--- config.mk ---
export PLATFORM = sky130hd
export DESIGN_NAME = muldiv_seq_ctrl
export DESIGN_NICKNAME = d
export VERILOG_FILES = /design/src/rtl/muldiv_seq_ctrl.sv
export SDC_FILE = /design/constraint.sdc
export NUM_CORES = 1
export LEC_CHECK = 0
export ABC_CLOCK_PERIOD_IN_PS = 4080
export CORE_UTILIZATION = 51
export CTS_CLUSTER_SIZE = 28
export DETAILED_ROUTE_END_ITERATION = 16
export PLACE_DENSITY = 0.81
export SETUP_SLACK_MARGIN = 0.4
export SYNTH_ARGS = -nofsm -noshare
export SYNTH_HDL_FRONTEND = slang
export SYNTH_SLANG_ARGS = --single-unit
--- constraint.sdc ---
create_clock -name clk -period 4.08 [get_ports clk]
set_clock_uncertainty 0.05 [all_clocks]
set_input_delay 0.816 -clock clk [delete_from_list [all_inputs] [get_ports clk]]
set_output_delay 0.816 -clock clk [all_outputs]
set_load 0.02 [all_outputs]
--- src/rtl/muldiv_seq_ctrl.sv ---
// Sequencer for the iterative mult/div datapath: load/step/sign-fix strobes, Hi/Lo write.
// Build option: define MULDIV_DIV0_EXC_EN to trap divide-by-zero through the EXC state.
module muldiv_seq_ctrl #(
    parameter int unsigned ITER  = 32,
    parameter int unsigned CNT_W = 6
) (
    input  logic             clk,
    input  logic             reset,
    input  logic             start,
    input  logic             op,
    input  logic             divisor_zero,
    input  logic             abort,
    output logic             busy,
    output logic             done,
    output logic             div0_exc,
    output logic             md_load,
    output logic             md_step,
    output logic             md_sign_fix,
    output logic             hilo_write,
    output logic             hilo_src,
    output logic [CNT_W-1:0] iter_cnt
);
    localparam logic [CNT_W-1:0] CNT_LAST = CNT_W'(ITER - 1);

    typedef enum logic [2:0] {
        S_IDLE  = 3'd0,
        S_LOAD  = 3'd1,
        S_ITER  = 3'd2,
        S_FIX   = 3'd3,
        S_WRITE = 3'd4
`ifdef MULDIV_DIV0_EXC_EN
        ,
        S_EXC   = 3'd5
`endif
    } state_t;

    state_t           state_q, state_d;
    logic             op_q, op_d;
    logic [CNT_W-1:0] iter_cnt_q, iter_cnt_d;
    logic             busy_q, busy_d;
    logic             load_q, load_d;
    logic             step_q, step_d;
    logic             fix_q, fix_d;
    logic             write_q, write_d;
    logic             src_q, src_d;
    logic             div0_trap_c;

`ifdef MULDIV_DIV0_EXC_EN
    logic             exc_q, exc_d;
    assign div0_trap_c = op_q & divisor_zero & (iter_cnt_q == '0);
`else
    logic             unused_divisor_zero;
    assign unused_divisor_zero = divisor_zero;
    assign div0_trap_c         = 1'b0;
`endif

    // Next-state and counter; abort overrides every transition.
    always_comb begin
        state_d    = state_q;
        op_d       = op_q;
        iter_cnt_d = iter_cnt_q;
        case (state_q)
            S_IDLE: begin
                if (start) begin
                    state_d = S_LOAD;
                    op_d    = op;
                end
            end
            S_LOAD: begin
                state_d    = S_ITER;
                iter_cnt_d = '0;
            end
            S_ITER: begin
                if (iter_cnt_q != CNT_LAST) begin
                    iter_cnt_d = iter_cnt_q + CNT_W'(1);
                end
                if (div0_trap_c) begin
`ifdef MULDIV_DIV0_EXC_EN
                    state_d = S_EXC;
`endif
                end else if (iter_cnt_q == CNT_LAST) begin
                    state_d = op_q ? S_FIX : S_WRITE;
                end
            end
            S_FIX:   state_d = S_WRITE;
            S_WRITE: state_d = S_IDLE;
`ifdef MULDIV_DIV0_EXC_EN
            S_EXC:   state_d = S_IDLE;
`endif
            default: state_d = S_IDLE;
        endcase
        if (abort) begin
            state_d = S_IDLE;
        end
        if (state_d == S_IDLE) begin
            iter_cnt_d = '0;
        end
    end

    // Strobes are decoded from the next state so the registered copy is Moore-aligned.
    always_comb begin
        busy_d  = (state_d != S_IDLE);
        load_d  = (state_d == S_LOAD);
        step_d  = (state_d == S_ITER);
        fix_d   = (state_d == S_FIX);
        write_d = (state_d == S_WRITE);
        src_d   = busy_d & op_d;
`ifdef MULDIV_DIV0_EXC_EN
        exc_d   = (state_d == S_EXC);
`endif
    end

    always_ff @(posedge clk or negedge reset) begin
        if (!reset) begin
            state_q    <= S_IDLE;
            op_q       <= 1'b0;
            iter_cnt_q <= '0;
            busy_q     <= 1'b0;
            load_q     <= 1'b0;
            step_q     <= 1'b0;
            fix_q      <= 1'b0;
            write_q    <= 1'b0;
            src_q      <= 1'b0;
`ifdef MULDIV_DIV0_EXC_EN
            exc_q      <= 1'b0;
`endif
        end else begin
            state_q    <= state_d;
            op_q       <= op_d;
            iter_cnt_q <= iter_cnt_d;
            busy_q     <= busy_d;
            load_q     <= load_d;
            step_q     <= step_d;
            fix_q      <= fix_d;
            write_q    <= write_d;
            src_q      <= src_d;
`ifdef MULDIV_DIV0_EXC_EN
            exc_q      <= exc_d;
`endif
        end
    end

    assign busy        = busy_q;
    assign done        = write_q;
    assign hilo_write  = write_q;
    assign md_load     = load_q;
    assign md_step     = step_q;
    assign md_sign_fix = fix_q;
    assign hilo_src    = src_q;
    assign iter_cnt    = iter_cnt_q;
`ifdef MULDIV_DIV0_EXC_EN
    assign div0_exc    = exc_q;
`else
    assign div0_exc    = 1'b0;
`endif

endmodule

== Word level (Yosys, flattened, before mapping) ==
Cells that the tools add are included.
Word-level totals
  register bits after elaboration: 16
  input port bits: 6
  output and inout bits: 14
  logic and storage cells: 36
Cells by class
  add/subtract/negate cells: 1
  equality and inequality tests: 10
  multiplexer cells: 10
  bitwise operators: 1
  reductions and logical operators: 5
Operators by type and width (number)
  $eq A3 B2 Y1 const B: 4
  $mux W3: 4
  $mux W6: 2
  $pmux W3 S4: 1
  $pmux W6 S2: 1
  $add A6 B1 Y6 const B: 1
  $eq A3 B1 Y1 const B: 2
  $eq A6 B5 Y1 const B: 1
  $logic_not A3 Y1: 2
  $ne A6 B5 Y1 const B: 1
  $reduce_bool A3 Y1: 2
  $eq A3 B3 Y1 const B: 1
  $ne A3 B3 Y1 const B: 1
  $mux W1: 2
  $reduce_and A2 Y1: 1
  $and A1 B1 Y1: 1

== Depth between registers and ports, before layout ==
Gate-level depths: netlist of run 1.
  depth after elaboration: 7
  depth in mapped cells: 6
  mapped depth without buffers: 5

== Worst setup path before layout of run 1 ==
OpenSTA, ideal clock, no wires.
  path type: input to register
  start: in start
  end: reg src_q, in the netlist hilo_src
  library setup time: 119 ps
  data arrival time: 1551 ps
  data required time: 3911 ps
  setup slack: 2360 ps
  cell stages on the path: 3
  buffers on the path: 0
  cells stage by stage: nor4b_1 mux2_2 and2_1
On the way
  elaborated cells between the ends (all ways): 7
  those cells by class: 5 x mux; 1 x bitwise; 1 x reduce/logical
RTL lines
  start: declaration: RTL line 9  | input logic start,
  $mux W1: RTL line 64  | if (start) begin
  $mux W1: RTL line 62  | case (state_q)
  via op_d: RTL line 38  | logic op_q, op_d;
  $and A1 B1 Y1: RTL line 107  | src_d = busy_d & op_d;
  via src_d: RTL line 45  | logic src_q, src_d;
  end signal: assignment: RTL line 136  | src_q <= src_d;
  end: declaration: RTL line 45
The timed path passes the listed nets, and every way through them passes these cells.
A chain may end at the register's enable or synchronous reset.

== Final worst setup path of run 1 ==
  start: reg iter_cnt_q[3], in the netlist iter_cnt[3]
  end: out iter_cnt[3]
RTL lines
  start: declaration: RTL line 39  | logic [CNT_W-1:0] iter_cnt_q, iter_cnt_d;
  start signal: assignment: RTL line 130  | iter_cnt_q <= iter_cnt_d;
  end: declaration: RTL line 21  | output logic [CNT_W-1:0] iter_cnt
No word-level cell between the ends.

==> results of run 1 <==
-- routing by layer --
layer  vias up  wire length (um)
li1        336                 -
met1       327               811
met2        15               765
met3         2                63
met4         0                24
met5         -                 0
-- cells in the mapped netlist, drive strengths merged --
library cell  count  area, um^2
dfrtp            16         400
nor2              8        30.0
a21oi             6        33.8
nor3              6        35.0
nand2             5        18.8
buf               3        20.0
nand2b            3        18.8
nor2b             3        18.8
o21ai             3        15.0
a31oi             2        12.5
clkbuf            2        27.5
inv               2        7.51
nand3             2        10.0
nor4b             2        23.8
o32ai             2        17.5
or2               2        12.5
a2111oi           1        10.0
a21bo             1        10.0
a221oi            1        8.76
a41o              1        10.0
and2              1        6.26
and3              1        7.51
and4b             1        10.0
and4bb            1        12.5
conb              1        3.75
ha                1        12.5
mux2              1        11.3
nand3b            1        11.3
nand4             1        6.26
nor3b             1        7.51
o22ai             1        6.26
or2b              1        8.76
or3               1        6.26
-- final cells by class --
cell class                 count  area, um^2  share of cell area [%]
timing repair buffer          17         170                    16.5
tap                           16        20.0                    1.94
sequential                    16         400                    38.9
multi-input combinational     61         395                    38.4
clock buffer                   4        36.3                    3.52
inverter                       2        7.51                   0.729
-- worst max-delay path by stage --
stage,from,to,cells after the start
after detailed placement,start,hilo_src,4
after global placement,start,hilo_src,4
after global routing,iter_cnt[3],iter_cnt[3],1
final,iter_cnt[3],iter_cnt[3],1
after CTS,iter_cnt[3],iter_cnt[3],1
after floorplan,start,hilo_src,3
-- registers in the layout (all words and copies together) (netlist names) --
| name | cells |
|---|---|
| iter_cnt | 6 |
| state_q | 3 |
| busy | 1 |
| done | 1 |
| hilo_src | 1 |
| md_load | 1 |
| md_sign_fix | 1 |
| md_step | 1 |
| op_q | 1 |
-- stage by stage --
step                      cell area, um^2  setup slack [ps]  std cells  power, mW  util (%)
after floorplan                       851              2360         84      0.206         -
after global placement                993              1770        112      0.223      65.2
after detailed placement              993              1770        112      0.224      65.2
after CTS                            1030              1780        116      0.330      67.6
after global routing                 1030              1710        116      0.339      67.6
final                                1030              1770        116      0.327      67.6
-- power groups by stage --
stage / registers (mW) / clock network, mW / logic (mW)
6_report: 0.175 / 0.106 / 0.0457
5_1_grt: 0.177 / 0.112 / 0.0504
4_1_cts: 0.175 / 0.108 / 0.0464
3_5_place_dp: 0.178 / 0 / 0.0463
3_3_place_gp: 0.178 / 0 / 0.0453
2_1_floorplan: 0.178 / 0 / 0.0277
-- cell families (layout without fill, tap and decap cells) --
family | Yosys count | count (layout) | share of synthesized area (%)
mux | 1 | 1 | 1.32
fa+ha+maj | 1 | 1 | 1.47
buf+inv | 7 | 23 | 6.47
flops | 16 | 16 | 47.1
simple gates | 40 | 40 | 28.7
compound gates | 18 | 18 | 14.6
other cells | 1 | 1 | 0.441
==> impl_metrics.ini, run 1 <==
[status]
status = complete, no violations

[worst_setup_path]
critical-path-slowest-cell = clkdlybuf4s50_1
timing_worst_setup_path_type = register to primary output
reg2reg_from = iter_cnt[0]
r2r-end = iter_cnt[4]
cpLargestDelayFamily = buffers and inverters
cp-end-kind = primary output
worst_ep_required_time_ps = 3210
worst_ep_arrival_time_ps = 1440
crit_buf_inv = 1
cp_slowest_stage_delay_ps = 660
r2r_slack_ps = 2470
path_cells = clkdlybuf4s50_1
critPathMaxFanout = 8
cp-start-kind = register
worstRegToRegCells = 5

[synthesis]
postSynthNetCount = 91
ys_warn_count = 0
yosysUniqueCellTypes = 37
synth.avg_cell_area_um2 = 10.1
yosysSeqAreaShare_pct = 47.1
ys_ff_latch = 16
syn-cell-area_um2 = 851
netlist_instances = 84

[sta]
finalSetupTns_ps = 0
setup_viol = 0
hold_violations = 0
fmax_ghz = 0.433
worst_pin_slew_ps = 699
grt_setup_unrepaired = no
period_share_pct = 56.6
maxSlewViolCount = 0
max_slew_margin_pct = 53.2
final.min_clock_period_ps = 2310
whs_ps = 512

[floorplanning]
dieArea_um2 = 1840
dieHeight_um = 42.8
core_region_area_um2 = 1520
initial_core_util_pct = 55.8
die_w_um = 42.8
rows = 14
io_pins = 20

[detailed_routing]
num_vias = 680
drtAntennaViolNets = 0
first_pass_iters = 4
vias_per_cell = 5.86
wirelength_um = 1660
avgRoutedWirePerCell_um = 14.3
route.detailed.drc = 0
initialDrtViolationCount = 21

[grt]
busiest_layer = met2
grt_overflow = 0
grt_max_degree = 17
track_usage_pct = 21.5
grt.met1_usage_pct = 28.7
grt_pass1_vias = 637
grt_antenna_before_repair = 0
grt_util_met2_pct = 33.6
grt_pass1_wl_um = 2900
use_met3_pct = 4.26

[cts]
cts_root_buffer = clkbuf_4
clock-sinks = 16
cts-resized-gates = 0
clk_pin_slew_worst_paths_ps = 90
hold_buffers = 0
cts_tree = yes
cts_made_buffers = 3
post_cts_buffers = 0
cts_buffer_depth = 2
h-tree-depth = 1
clock_latency_ps = 290

[hold_path]
hold_depth = 2
hp-class = register to register
hold_path_end = md_sign_fix
hp-start = op_q

[place]
hpwl_um = 1210
io_buffers = 17
gp_congestion = 0.844

[final_layout]
final_common_cell = clkdlybuf4s50_1
num_antenna_cells = 0
layout-drive-gt1-share_pct = 14.0
layout.cells.most_common_list = 17 x clkdlybuf4s50_1, 16 x dfrtp_1, 8 x nor2_1
syn_to_final_growth_pct = 21.0
fillCellCount = 115
final_nets = 108

[pwr]
swShare_pct = 26.2
combPwrFrac_pct = 14.0
vdd.ir_drop.worst_v = 0.000288
p_int_uw = 241
leakagePower_nw = 0.427
seqPwrFrac_pct = 53.6
powerDensity_nw_per_um2 = 318
p_switching_uw = 85.6
power.clock.fraction_pct = 32.4

[job]
maxCapViolations = 0
(Power assumes the default switching activity.)
==> run 2, diff against run 1 <==
--- a/config.mk
+++ b/config.mk
@@ -5,11 +5,11 @@
 export SDC_FILE = /design/constraint.sdc
 export NUM_CORES = 1
 export LEC_CHECK = 0
-export ABC_CLOCK_PERIOD_IN_PS = 4080
-export CORE_UTILIZATION = 51
+export ABC_CLOCK_PERIOD_IN_PS = 2400
+export CORE_UTILIZATION = 48
 export CTS_CLUSTER_SIZE = 28
 export DETAILED_ROUTE_END_ITERATION = 16
-export PLACE_DENSITY = 0.81
+export PLACE_DENSITY = 0.77
 export SETUP_SLACK_MARGIN = 0.4
 export SYNTH_ARGS = -nofsm -noshare
 export SYNTH_HDL_FRONTEND = slang
==> constraint.sdc (replaced) <==
create_clock -name clk -period 2.4 [get_ports clk]
set_clock_uncertainty 0.05 [all_clocks]
set_input_delay 0.48 -clock clk [delete_from_list [all_inputs] [get_ports clk]]
set_output_delay 0.48 -clock clk [all_outputs]
set_load 0.02 [all_outputs]
==> run 2 against run 1 <==
Against the previous run: sequential cell count is the same; largest cell class unchanged; hold slack got worse by 8.7 ps; register-to-register slack got worse by 1700 ps; sequential power increased by 70%; setup slack worse by 1300 ps; sequential share of layout area is 0.094 points lower; clock power increased by 62%.
==> impl_metrics.ini, run 2 (synthesis results as in run 1) <==
[cts]
cts_buffer_depth = 2
clk_pin_slew_worst_paths_ps = 90
cts-resized-gates = 0
cts_root_buffer = clkbuf_4
post_cts_buffers = 0
hold_buffers = 0
h-tree-depth = 1
clock_latency_ps = 290
cts_made_buffers = 3
cts_tree = yes
clock-sinks = 16

[floorplanning]
initial_core_util_pct = 54.0
dieHeight_um = 44.1
dieArea_um2 = 1940
core_region_area_um2 = 1580
io_pins = 20
die_w_um = 44.1
rows = 14

[final_layout]
fin_util_pct = 65.5
syn_to_final_growth_pct = 21.3
fillCellCount = 136
layout-drive-gt1-share_pct = 14.0
num_antenna_cells = 0
final_nets = 108
largest_reg_flops = 6
layout.cells.most_common_list = 16 x dfrtp_1, 16 x clkdlybuf4s50_1, 8 x nor2_1

[grt]
track_usage_pct = 20.7
grt_antenna_before_repair = 0
grt_pass1_vias = 633
grt_max_degree = 17
grt_overflow = 0
grt_pass1_wl_um = 2990

[sta]
max_slew_margin_pct = 55.2
maxSlewViolCount = 0
fmax_ghz = 0.532
final.min_clock_period_ps = 1880
worst_pin_slew_ps = 670
finalSetupTns_ps = 0
hold_violations = 0
setup_slack_ps = 519
grt_setup_unrepaired = no
period_share_pct = 78.4
whs_ps = 503
setup_viol = 0

[worst_setup_path]
critPathMaxFanout = 6
cp.depth = 1
critical-path-slowest-cell = clkdlybuf4s50_1
cp-start-kind = register
cp_slowest_stage_delay_ps = 630
worst_ep_required_time_ps = 1870
r2r-end = iter_cnt[4]
cpLargestDelayFamily = buffers and inverters
crit_start = iter_cnt[0]
path_cells = clkdlybuf4s50_1
worst_ep_arrival_time_ps = 1350
worstRegToRegCells = 5
crit_buf_inv = 1
cp-end-kind = primary output
reg2reg_from = iter_cnt[0]
r2r_slack_ps = 750
crit_end = iter_cnt[0]
timing_worst_setup_path_type = register to primary output

[pwr]
p_switching_uw = 138
vdd.ir_drop.worst_v = 0.000500
seqPwrFrac_pct = 54.4
swShare_pct = 25.2
p_int_uw = 410
combPwrFrac_pct = 14.3
powerDensity_nw_per_um2 = 532
power.clock.fraction_pct = 31.4
leakagePower_nw = 0.445
p_total_uw = 549

[place]
io_buffers = 17
pre_cts_ws_ps = 416
gp_congestion = 0.820
hpwl_um = 1260

[job]
maxCapViolations = 0

[detailed_routing]
route.detailed.drc = 0
drtAntennaViolNets = 0
initialDrtViolationCount = 26
wirelength_um = 1710
first_pass_iters = 4
avgRoutedWirePerCell_um = 14.7
num_vias = 705
vias_per_cell = 6.08

[hold_path]
hp-class = register to register

[status]
status = complete, no violations
## run 2: cell types whose count changed in the layout (fill, tap and decap cells not counted)
cell             previous run  this run
dlymetal6s2s_1              0         1
clkdlybuf4s50_1            17        16
## run 2: cell type report
cell class / instances / area (um^2) / share of cell area (%)
clock buffer: 4 / 36.3 / 3.52
inverter: 2 / 7.51 / 0.727
multi-input combinational: 61 / 395 / 38.3
sequential: 16 / 400 / 38.8
tap: 16 / 20.0 / 1.94
timing repair buffer: 17 / 173 / 16.7
## run 2: power groups by stage
stage               logic [mW]  registers (mW)  clock network (mW)
floorplan               0.0470           0.303                   0
global placement        0.0771           0.303                   0
detailed placement      0.0782           0.303                   0
CTS                     0.0784           0.298               0.178
global route            0.0860           0.301               0.184
finish                  0.0783           0.298               0.172
## run 2: metrics by stage
| step | area, um^2 | instances |
|---|---|---|
| 3_5_place_dp | 993 | 112 |
| 6_report | 1030 | 116 |
| 4_1_cts | 1030 | 116 |
| 3_3_place_gp | 993 | 112 |
| 5_1_grt | 1030 | 116 |
| 2_1_floorplan | 851 | 84 |
## run 2: metal layers
layer | share of wire [%] | routed length [um] | global-route usage [%] | up-vias
li1 | - | - | - | 333
met3 | 6.4 | 109 | 7.35 | 0
met4 | 0 | 0 | 3.64 | 0
met2 | 47 | 798 | 31.8 | 31
met1 | 47 | 800 | 28.8 | 341
met5 | 0 | 0 | 0 | -
## run 2: worst min-delay path: stages, from the launching register on
cell and delay, ps:
dfrtp_1 410, nand2_1 70, nor2_1 40
## run 2: worst min-delay path by stage
| stage | from | end | slack (ps) | cells after the start |
|---|---|---|---|---|
| after floorplan | reset | busy | 130 | 0 |
| after global placement | op_q | md_sign_fix | 490 | 2 |
| after detailed placement | op_q | md_sign_fix | 500 | 2 |
| after CTS | op_q | md_sign_fix | 510 | 2 |
| after global routing | op_q | md_sign_fix | 550 | 2 |
| final | op_q | md_sign_fix | 500 | 2 |
==> run 3, diff against run 2 <==
--- a/config.mk
+++ b/config.mk
@@ -5,7 +5,7 @@
 export SDC_FILE = /design/constraint.sdc
 export NUM_CORES = 1
 export LEC_CHECK = 0
-export ABC_CLOCK_PERIOD_IN_PS = 2400
+export ABC_CLOCK_PERIOD_IN_PS = 1900
 export CORE_UTILIZATION = 48
 export CTS_CLUSTER_SIZE = 28
 export DETAILED_ROUTE_END_ITERATION = 16
==> constraint.sdc (replaced) <==
create_clock -name clk -period 1.9 [get_ports clk]
set_clock_uncertainty 0.05 [all_clocks]
set_input_delay 0.38 -clock clk [delete_from_list [all_inputs] [get_ports clk]]
set_output_delay 0.38 -clock clk [all_outputs]
set_load 0.02 [all_outputs]
==> run 3 against run 2 <==
Against the previous run: combinational power is 89% higher; total power is 27% higher; critical path depth is 4 higher; clock-buffer cell count is 1 lower; cell count is 11% higher; die area stayed put; utilization is 13 points higher; clock power is 2% higher; first-iteration DRC count stayed put.
==> impl_metrics.ini, run 3 (synthesis results as in run 1) <==
[detailed_routing]
initialDrtViolationCount = 26
vias_per_cell = 6.25
route.detailed.drc = 0
drtAntennaViolNets = 0
num_vias = 806
wirelength_um = 2400
avgRoutedWirePerCell_um = 18.6
first_pass_iters = 4

[worst_setup_path]
worst_ep_arrival_time_ps = 1680
cp-end-kind = register
cp-start-kind = register
worst_ep_required_time_ps = 2020
timing_worst_setup_path_type = register to register
r2r_slack_ps = 340
critPathMaxFanout = 6

[grt]
use_met3_pct = 4.90
grt.met1_usage_pct = 27.3
track_usage_pct = 24.1
grt_antenna_before_repair = 0
grt_max_degree = 17
grt_pass1_vias = 788
grt_util_met2_pct = 42.9
busiest_layer = met2
grt_pass1_wl_um = 3350
grt_overflow = 0

[sta]
period_share_pct = 82.2
hold_violations = 0
grt_setup_unrepaired = yes
fmax_ghz = 0.640
finalSetupTns_ps = 0
maxSlewViolCount = 0
setup_slack_ps = 337
final.min_clock_period_ps = 1560
setup_viol = 0

[place]
hpwl_um = 1400
pre_cts_ws_ps = 47.3
io_buffers = 17
gp_congestion = 0.845

[final_layout]
largest_reg_flops = 6
final_nets = 122
multi_input_area_um2 = 512
fillCellCount = 108
layout.cells.most_common_list = 13 x buf_4, 12 x dlygate4sd2_1, 10 x dfrtp_1
layout-drive-gt1-share_pct = 40.7
num_antenna_cells = 0
syn_to_final_growth_pct = 45.3
seqCellArea_um2 = 408
final_common_cell = buf_4

[floorplanning]
initial_core_util_pct = 54.0
dieHeight_um = 44.1
io_pins = 20
core_region_area_um2 = 1580
die_w_um = 44.1
dieArea_um2 = 1940
rows = 14

[pwr]
leakagePower_nw = 0.585
vdd.ir_drop.worst_v = 0.000540
powerDensity_nw_per_um2 = 565

[cts]
clock-sinks = 16
cts_root_buffer = clkbuf_4
cts_buffer_depth = 2
clk_pin_slew_worst_paths_ps = 90
cts_made_buffers = 3
clock_latency_ps = 290
h-tree-depth = 1
cts_tree = yes

[hold_path]
hp-class = input pin to asynchronous set/reset pin

[status]
status = complete, no violations

[job]
maxCapViolations = 0
[run 3: cell count changes in the layout (fill, tap and decap cells not counted), sizes merged]
cell | previous run | this run
dlygate4sd2 | 0 | 12
clkbuf | 4 | 3
clkdlybuf4s50 | 16 | 3
buf | 0 | 14
clkdlybuf4s15 | 0 | 1
[run 3: worst max-delay path, stage by stage (launching register included)]
cell and delay [ps]:
dfrtp_2 460, buf_6 140, and4b_2 340, nand3_2 90
o32ai_2 280, nor3_2 80
[run 3: area by class of cell]
class	instances	share of cell area (%)
inverter	2	0.607
multi-input combinational	61	41.4
sequential	16	33.0
tap	16	1.62
timing repair buffer	31	21.6
clock buffer	3	1.82
[run 3: what timing repair did]
item | 4_1_cts | 5_1_grt
gates cloned | 0 | 0
resized for setup | 23 | 19
pin swaps | 1 | 5
setup buffers | 5 | 6
setup endpoints to repair | 18 | 10
hold buffers | 0 | 0
[run 3: final timing paths]
path | depth (start not counted) | endpoint | from
worst max register to register | 5 | iter_cnt[3] | state_q[0]
worst max-delay path | 5 | iter_cnt[3] | state_q[0]
min in group clk | 3 | md_load | start
max in group asynchronous | 2 | iter_cnt[3] | reset
worst min-delay path | 2 | state_q[2] | reset
worst min register to register | 2 | iter_cnt[5] | iter_cnt[5]
[run 3: per-stage QoR]
stage	total power [mW]	utilization, %	cell area (um^2)	hold WS [ps]	std cells
floorplan	0.443	-	856	34.4	84
global placement	0.487	64.8	1020	491	115
detailed placement	0.490	64.8	1020	505	115
CTS	0.665	69.8	1100	357	123
global route	0.723	78.4	1240	386	129
finish	0.699	78.4	1240	346	129
[run 3: per-layer routing]
layer  part of all wire, %  routed length [um]
met5                     0                   0
met3                   5.8                 138
met2                    52                1240
met1                    41                 976
met4                   1.6                  39
[run 3: where the power goes]
| group | internal (mW) | total, mW | switching, mW | leakage, nW |
|---|---|---|---|---|
| Sequential | 0.357 | 0.374 | 0.0173 | 0.207 |
| Combinational | 0.0689 | 0.148 | 0.0792 | 0.364 |
| Clock | 0.0738 | 0.176 | 0.102 | 0.0138 |
| Total | 0.500 | 0.699 | 0.199 | 0.585 |
==> patch 1: new RTL, settings of run 2 <==
Build with the macro `MULDIV_DIV0_EXC_EN` defined.
--- a/src/rtl/muldiv_seq_ctrl.sv
+++ b/src/rtl/muldiv_seq_ctrl.sv
@@ -1,4 +1,6 @@
 // Sequencer for the iterative mult/div datapath: load/step/sign-fix strobes, Hi/Lo write.
 // Build option: define MULDIV_DIV0_EXC_EN to trap divide-by-zero through the EXC state.
+`define MULDIV_DIV0_EXC_EN
+
 module muldiv_seq_ctrl #(
     parameter int unsigned ITER  = 32,
Behaviour: not the same (a bounded check fails within 4 cycles, from zero or initial values and one cycle with reset low).
==> patch 1 against run 2 <==
  * Area after synthesis grew 4.0%
  * Power grew 4.0%
  * Routed wire length shrank 9.4%
  * Critical endpoint is now iter_cnt[5]
  * Design area grew 7.9%
  * Sequential cell count grew 1
  * Global-route usage shrank 3.0 points
  * Setup slack lost 0.037 ns
  * Largest power group unchanged
  * Non-clock buffer count grew 2
==> patch 1: results (changes against run 2) <==
Worst hold path
  • Worst Hold Class: flip-flop to flip-flop (unchanged)

Cells and area
  • Multi-input gate area: 409.1 µm² (was 395.4 µm²)
  • Share of cells above drive strength 1: 15.84% (was 14.00%)
  • Nets@finish: 110 (was 108)
  • Ant. Diodes: 0 (unchanged)
  • Fillers: 151 (was 136)
  • Post-Layout Cell Count: 126 (was 116)
  • Max FFs per register: 6 (unchanged)

Drt
  • Drt initial violations: 14 (was 26)
  • DR top layer: met4 (was met3)
  • Post-Route WL: 1548 µm (was 1709 µm)
  • Routed via count: 665 (was 705)
  • Met1 wire length: 725 µm (was 800 µm)
  • Metal3 WL: 43 µm (was 109 µm)
  • Met2 Routed Length: 751 µm (was 798 µm)
  • Number of remaining DRC errors: 0 (unchanged)

Logic synthesis
  • Netlist cell types: 38 (was 37)
  • Post-Syn Area per Cell: 10.92 µm² (was 10.13 µm²)
  • Synth area leaders: dfrtp_1, nor2_1, inv_1, xor2_1, ha_1 (was dfrtp_1, nor2_1, clkbuf_8, a21oi_1, nor3_1)
  • Sequential area share after synthesis: 48.09% (was 47.06%)
  • Post-Syn Nets: 89 (was 91)
  • Most frequent cells after synthesis: dfrtp_1, nor2_1, inv_1 (was dfrtp_1, nor2_1, a21oi_1, nand2_1, nor3_1)

Place
  • Placed Area: 1082 µm² (was 993.5 µm²)
  • Pre-CTS WS: 0.3530 ns (was 0.4165 ns)
  • HPWL Detailed: 1215 µm (was 1258 µm)
  • I/O Buffers: 19 (was 17)
  • Routability cong.: 0.8259 (was 0.8198)
  • Cell count after placement: 122 (was 112)

Pwr
  • Peak VDD IR: 342.7 µV (was 499.7 µV)
  • Comb. pwr: 104 µW (was 78.3 µW)
  • Sw Share: 27.42% (was 25.19%)
  • Static leakage: 0.4851 nW (was 0.4453 nW)
  • P_sw: 156.5 µW (was 138.2 µW)
  • Seq pwr: 315 µW (was 298 µW)

Global routing
  • Pin count of the biggest net entering global routing: 18 (was 17)
  • First-pass GRT wire length: 2518 µm (was 2994 µm)
  • GR Util All Layers: 17.76% (was 20.74%)
  • Vias in the first global route: 597 (was 633)

CTS
  • Clk Latency, worst-skew pair: 0.29 ns (about the same)
  • TritonCTS buffer count: 3 (unchanged)
  • Clock tree buffer depth: 2 (unchanged)
  • Setup Fix Bufs, Post-CTS: 0 (unchanged)

Worst setup path
  • Crit-path max FO: 10 (was 6)
  • Slowest stage delay, CP: 0.63 ns (about the same)
  • Worst EP required: 1.87 ns (about the same)

Timing
  • Slew of the pin with the lowest slew margin: 0.7125 ns (was 0.6696 ns)

Status
  • Status: completed (unchanged)
[patch 1: changes by cell type after synthesis, moves of 3 or more]
cell and change:
nor3_1 -4, nand2_1 -4, o31ai_1 +3, xor2_1 +3
inv_1 +5, o211ai_1 +3
[patch 1: path summary, 6_finish.rpt]
| path | start | end | slack [ns] | cells past startpoint |
|---|---|---|---|---|
| setup reg to reg | iter_cnt[0] | md_sign_fix | 0.57 | 5 |
| setup / recovery | iter_cnt[5] | iter_cnt[5] | 0.48 | 1 |
| hold / removal | op_q | op_q | 0.55 | 1 |
| min in group asynchronous | reset | md_step | 0.56 | 1 |
| max in group asynchronous | reset | iter_cnt[2] | 1.25 | 1 |
| hold reg to reg | op_q | op_q | 0.55 | 1 |
[patch 1: layout make-up]
class	count	area share, %
Tap cell	25	2.809
Clock inverter	1	0.4494
Multi-Input combinational cell	54	36.74
Sequential cell	17	38.54
Clock buffer	3	2.022
Inverter	7	2.360
Timing Repair Buffer	19	17.08
[patch 1: timing repair]
action	CTS	global route
hold buffers	0	0
resized for setup	1	2
endpoints found under the setup margin	1	2
[patch 1: per-layer routing]
metal | up-vias | global-route usage (%)
met5 | - | 0
met4 | 0 | 9.091
met3 | 4 | 3.600
met2 | 15 | 27.83
met1 | 318 | 23.16
li1 | 328 | -
[patch 1: logic make-up (layout without fill, tap and decap cells)]
| kind of cell | after synthesis | in the layout | share of synthesized area [%] |
|---|---|---|---|
| mux | 3 | 3 | 3.536 |
| fa+ha+maj | 2 | 2 | 2.828 |
| buf+inv | 10 | 30 | 5.658 |
| flops | 17 | 17 | 48.09 |
| simple gates | 30 | 30 | 23.48 |
| xor+xnor | 3 | 3 | 2.971 |
| compound gates | 16 | 16 | 13.44 |
==> patch 2: new RTL, settings of run 2 <==
Made on the original files. The 5 states of `state_t` get a Gray code encoding in 3 bits.
--- a/src/rtl/muldiv_seq_ctrl.sv
+++ b/src/rtl/muldiv_seq_ctrl.sv
@@ -24,9 +24,9 @@
 
     typedef enum logic [2:0] {
-        S_IDLE  = 3'd0,
-        S_LOAD  = 3'd1,
-        S_ITER  = 3'd2,
-        S_FIX   = 3'd3,
-        S_WRITE = 3'd4
+        S_IDLE  = 3'b000,
+        S_LOAD  = 3'b001,
+        S_ITER  = 3'b011,
+        S_FIX   = 3'b010,
+        S_WRITE = 3'b110
 `ifdef MULDIV_DIV0_EXC_EN
         ,
Formal check against the unedited RTL: same outputs for any inputs over 10 cycles, from zero or initial values and one cycle with reset low; not proved beyond that.
==> patch 2 against run 2 <==
  * Design area decreased by 2.2%
  * First-iteration DRC count decreased by 27%
  * Worst hold slack improved by 0.015 ns
  * Sequential cell count unchanged
  * Power increased by 7.3%
  * Area after synthesis decreased by 6.8%
  * Via count decreased by 8.4%
  * Register-to-register slack got worse by 0.04 ns
  * Setup slack got worse by 0.047 ns
  * Routed wire length decreased by 6.1%
==> patch 2: results (changes against run 2) <==
Logic synthesis
  • Sequential area share after synthesis: 50.47% (was 47.06%)
  • Most frequent cells after synthesis: dfrtp_1, nor2_1, nand2_1, nor3_1, o21ai_0 (was dfrtp_1, nor2_1, a21oi_1, nand2_1, nor3_1)
  • Netlist cell types: 31 (was 37)
  • Synth area leaders: dfrtp_1, nor3_1, o21ai_0, nor2_1, mux2_2 (was dfrtp_1, nor2_1, clkbuf_8, a21oi_1, nor3_1)
  • Post-Syn Nets: 86 (was 91)
  • Synth Instances: 79 (was 84)

Global routing
  • First-pass GRT wire length: 2794 µm (was 2994 µm)
  • GRT met2 Usage: 31.21% (was 31.76%)
  • Vias in the first global route: 626 (was 633)
  • GR Util All Layers: 20.88% (was 20.74%)
  • M1 GR Usage: 27.42% (was 28.80%)
  • Met3 global-route usage: 7.234% (was 7.347%)

Place
  • Routability cong.: 0.7833 (was 0.8198)
  • Pre-CTS WS: 0.4848 ns (was 0.4165 ns)
  • I/O Buffers: 17 (unchanged)
  • Cell count after placement: 110 (was 112)
  • HPWL Detailed: 1145 µm (was 1258 µm)
  • Placed Area: 972.2 µm² (was 993.5 µm²)

Pwr
  • Peak VDD IR: 374.7 µV (was 499.7 µV)
  • Sequential power share: 52.8% (was 54.4%)
  • Pwr/cell area: 582.9 nW/µm² (was 531.5 nW/µm²)
  • Clock power share: 29.2% (was 31.4%)
  • Static leakage: 0.4174 nW (was 0.4453 nW)
  • Int Pwr: 428.9 µW (was 410.4 µW)

Timing
  • Slew margin rel.: 52.54% (was 55.22%)
  • Hold WS: 0.5177 ns (was 0.5029 ns)
  • Fin worst setup slack: 0.4718 ns (was 0.5191 ns)

Status
  • Status: completed (unchanged)

Drt
  • Drt initial violations: 19 (was 26)
  • Met2 Routed Length: 762 µm (was 798 µm)
  • Drt wl/cell: 14.07 µm (was 14.73 µm)
  • Post-Route WL: 1604 µm (was 1709 µm)
  • Met1 wire length: 748 µm (was 800 µm)
  • DR top layer: met4 (was met3)
  • Vias per cell: 5.667 (was 6.078)
  • Metal3 WL: 78 µm (was 109 µm)

Cells and area
  • Share of cells above drive strength 1: 15.31% (was 14.00%)

CTS
  • Post-CTS sizing: 1 (was 0)
  • Clk Latency, worst-skew pair: 0.28 ns
  • Clock tree buffer depth: 2 (unchanged)

Worst setup path
  • CP arrival: 1.40 ns (was 1.35 ns)
  • Worst R2R Setup Slack: 0.71 ns (was 0.75 ns)
==> patch 2: final timing paths <==
check	cells past startpoint	from	endpoint
max	1	iter_cnt[3]	iter_cnt[3]
min	1	op_q	op_q
max reg2reg	5	iter_cnt[0]	iter_cnt[0]
min reg2reg	1	op_q	op_q
max in group asynchronous	1	reset	iter_cnt[2]
min in group asynchronous	1	reset	hilo_src
==> patch 2: final cells by class <==
class,count,area (µm²),area share (%)
multi-input combinational,58,366.6,36.31
inverter,2,7.507,0.7435
sequential,16,401.6,39.78
timing repair buffer,18,177.7,17.60
clock buffer,4,36.28,3.594
tap,16,20.02,1.983
==> patch 2: logic make-up after synthesis <==
group | synth area share (%)
buffers and inverters | 3.312
other | 0.4727
AOI/OAI and AO/OA | 13.25
and+or+nand+nor | 26.19
adders and majority gates | 1.577
DFF | 50.47
muxes | 4.731
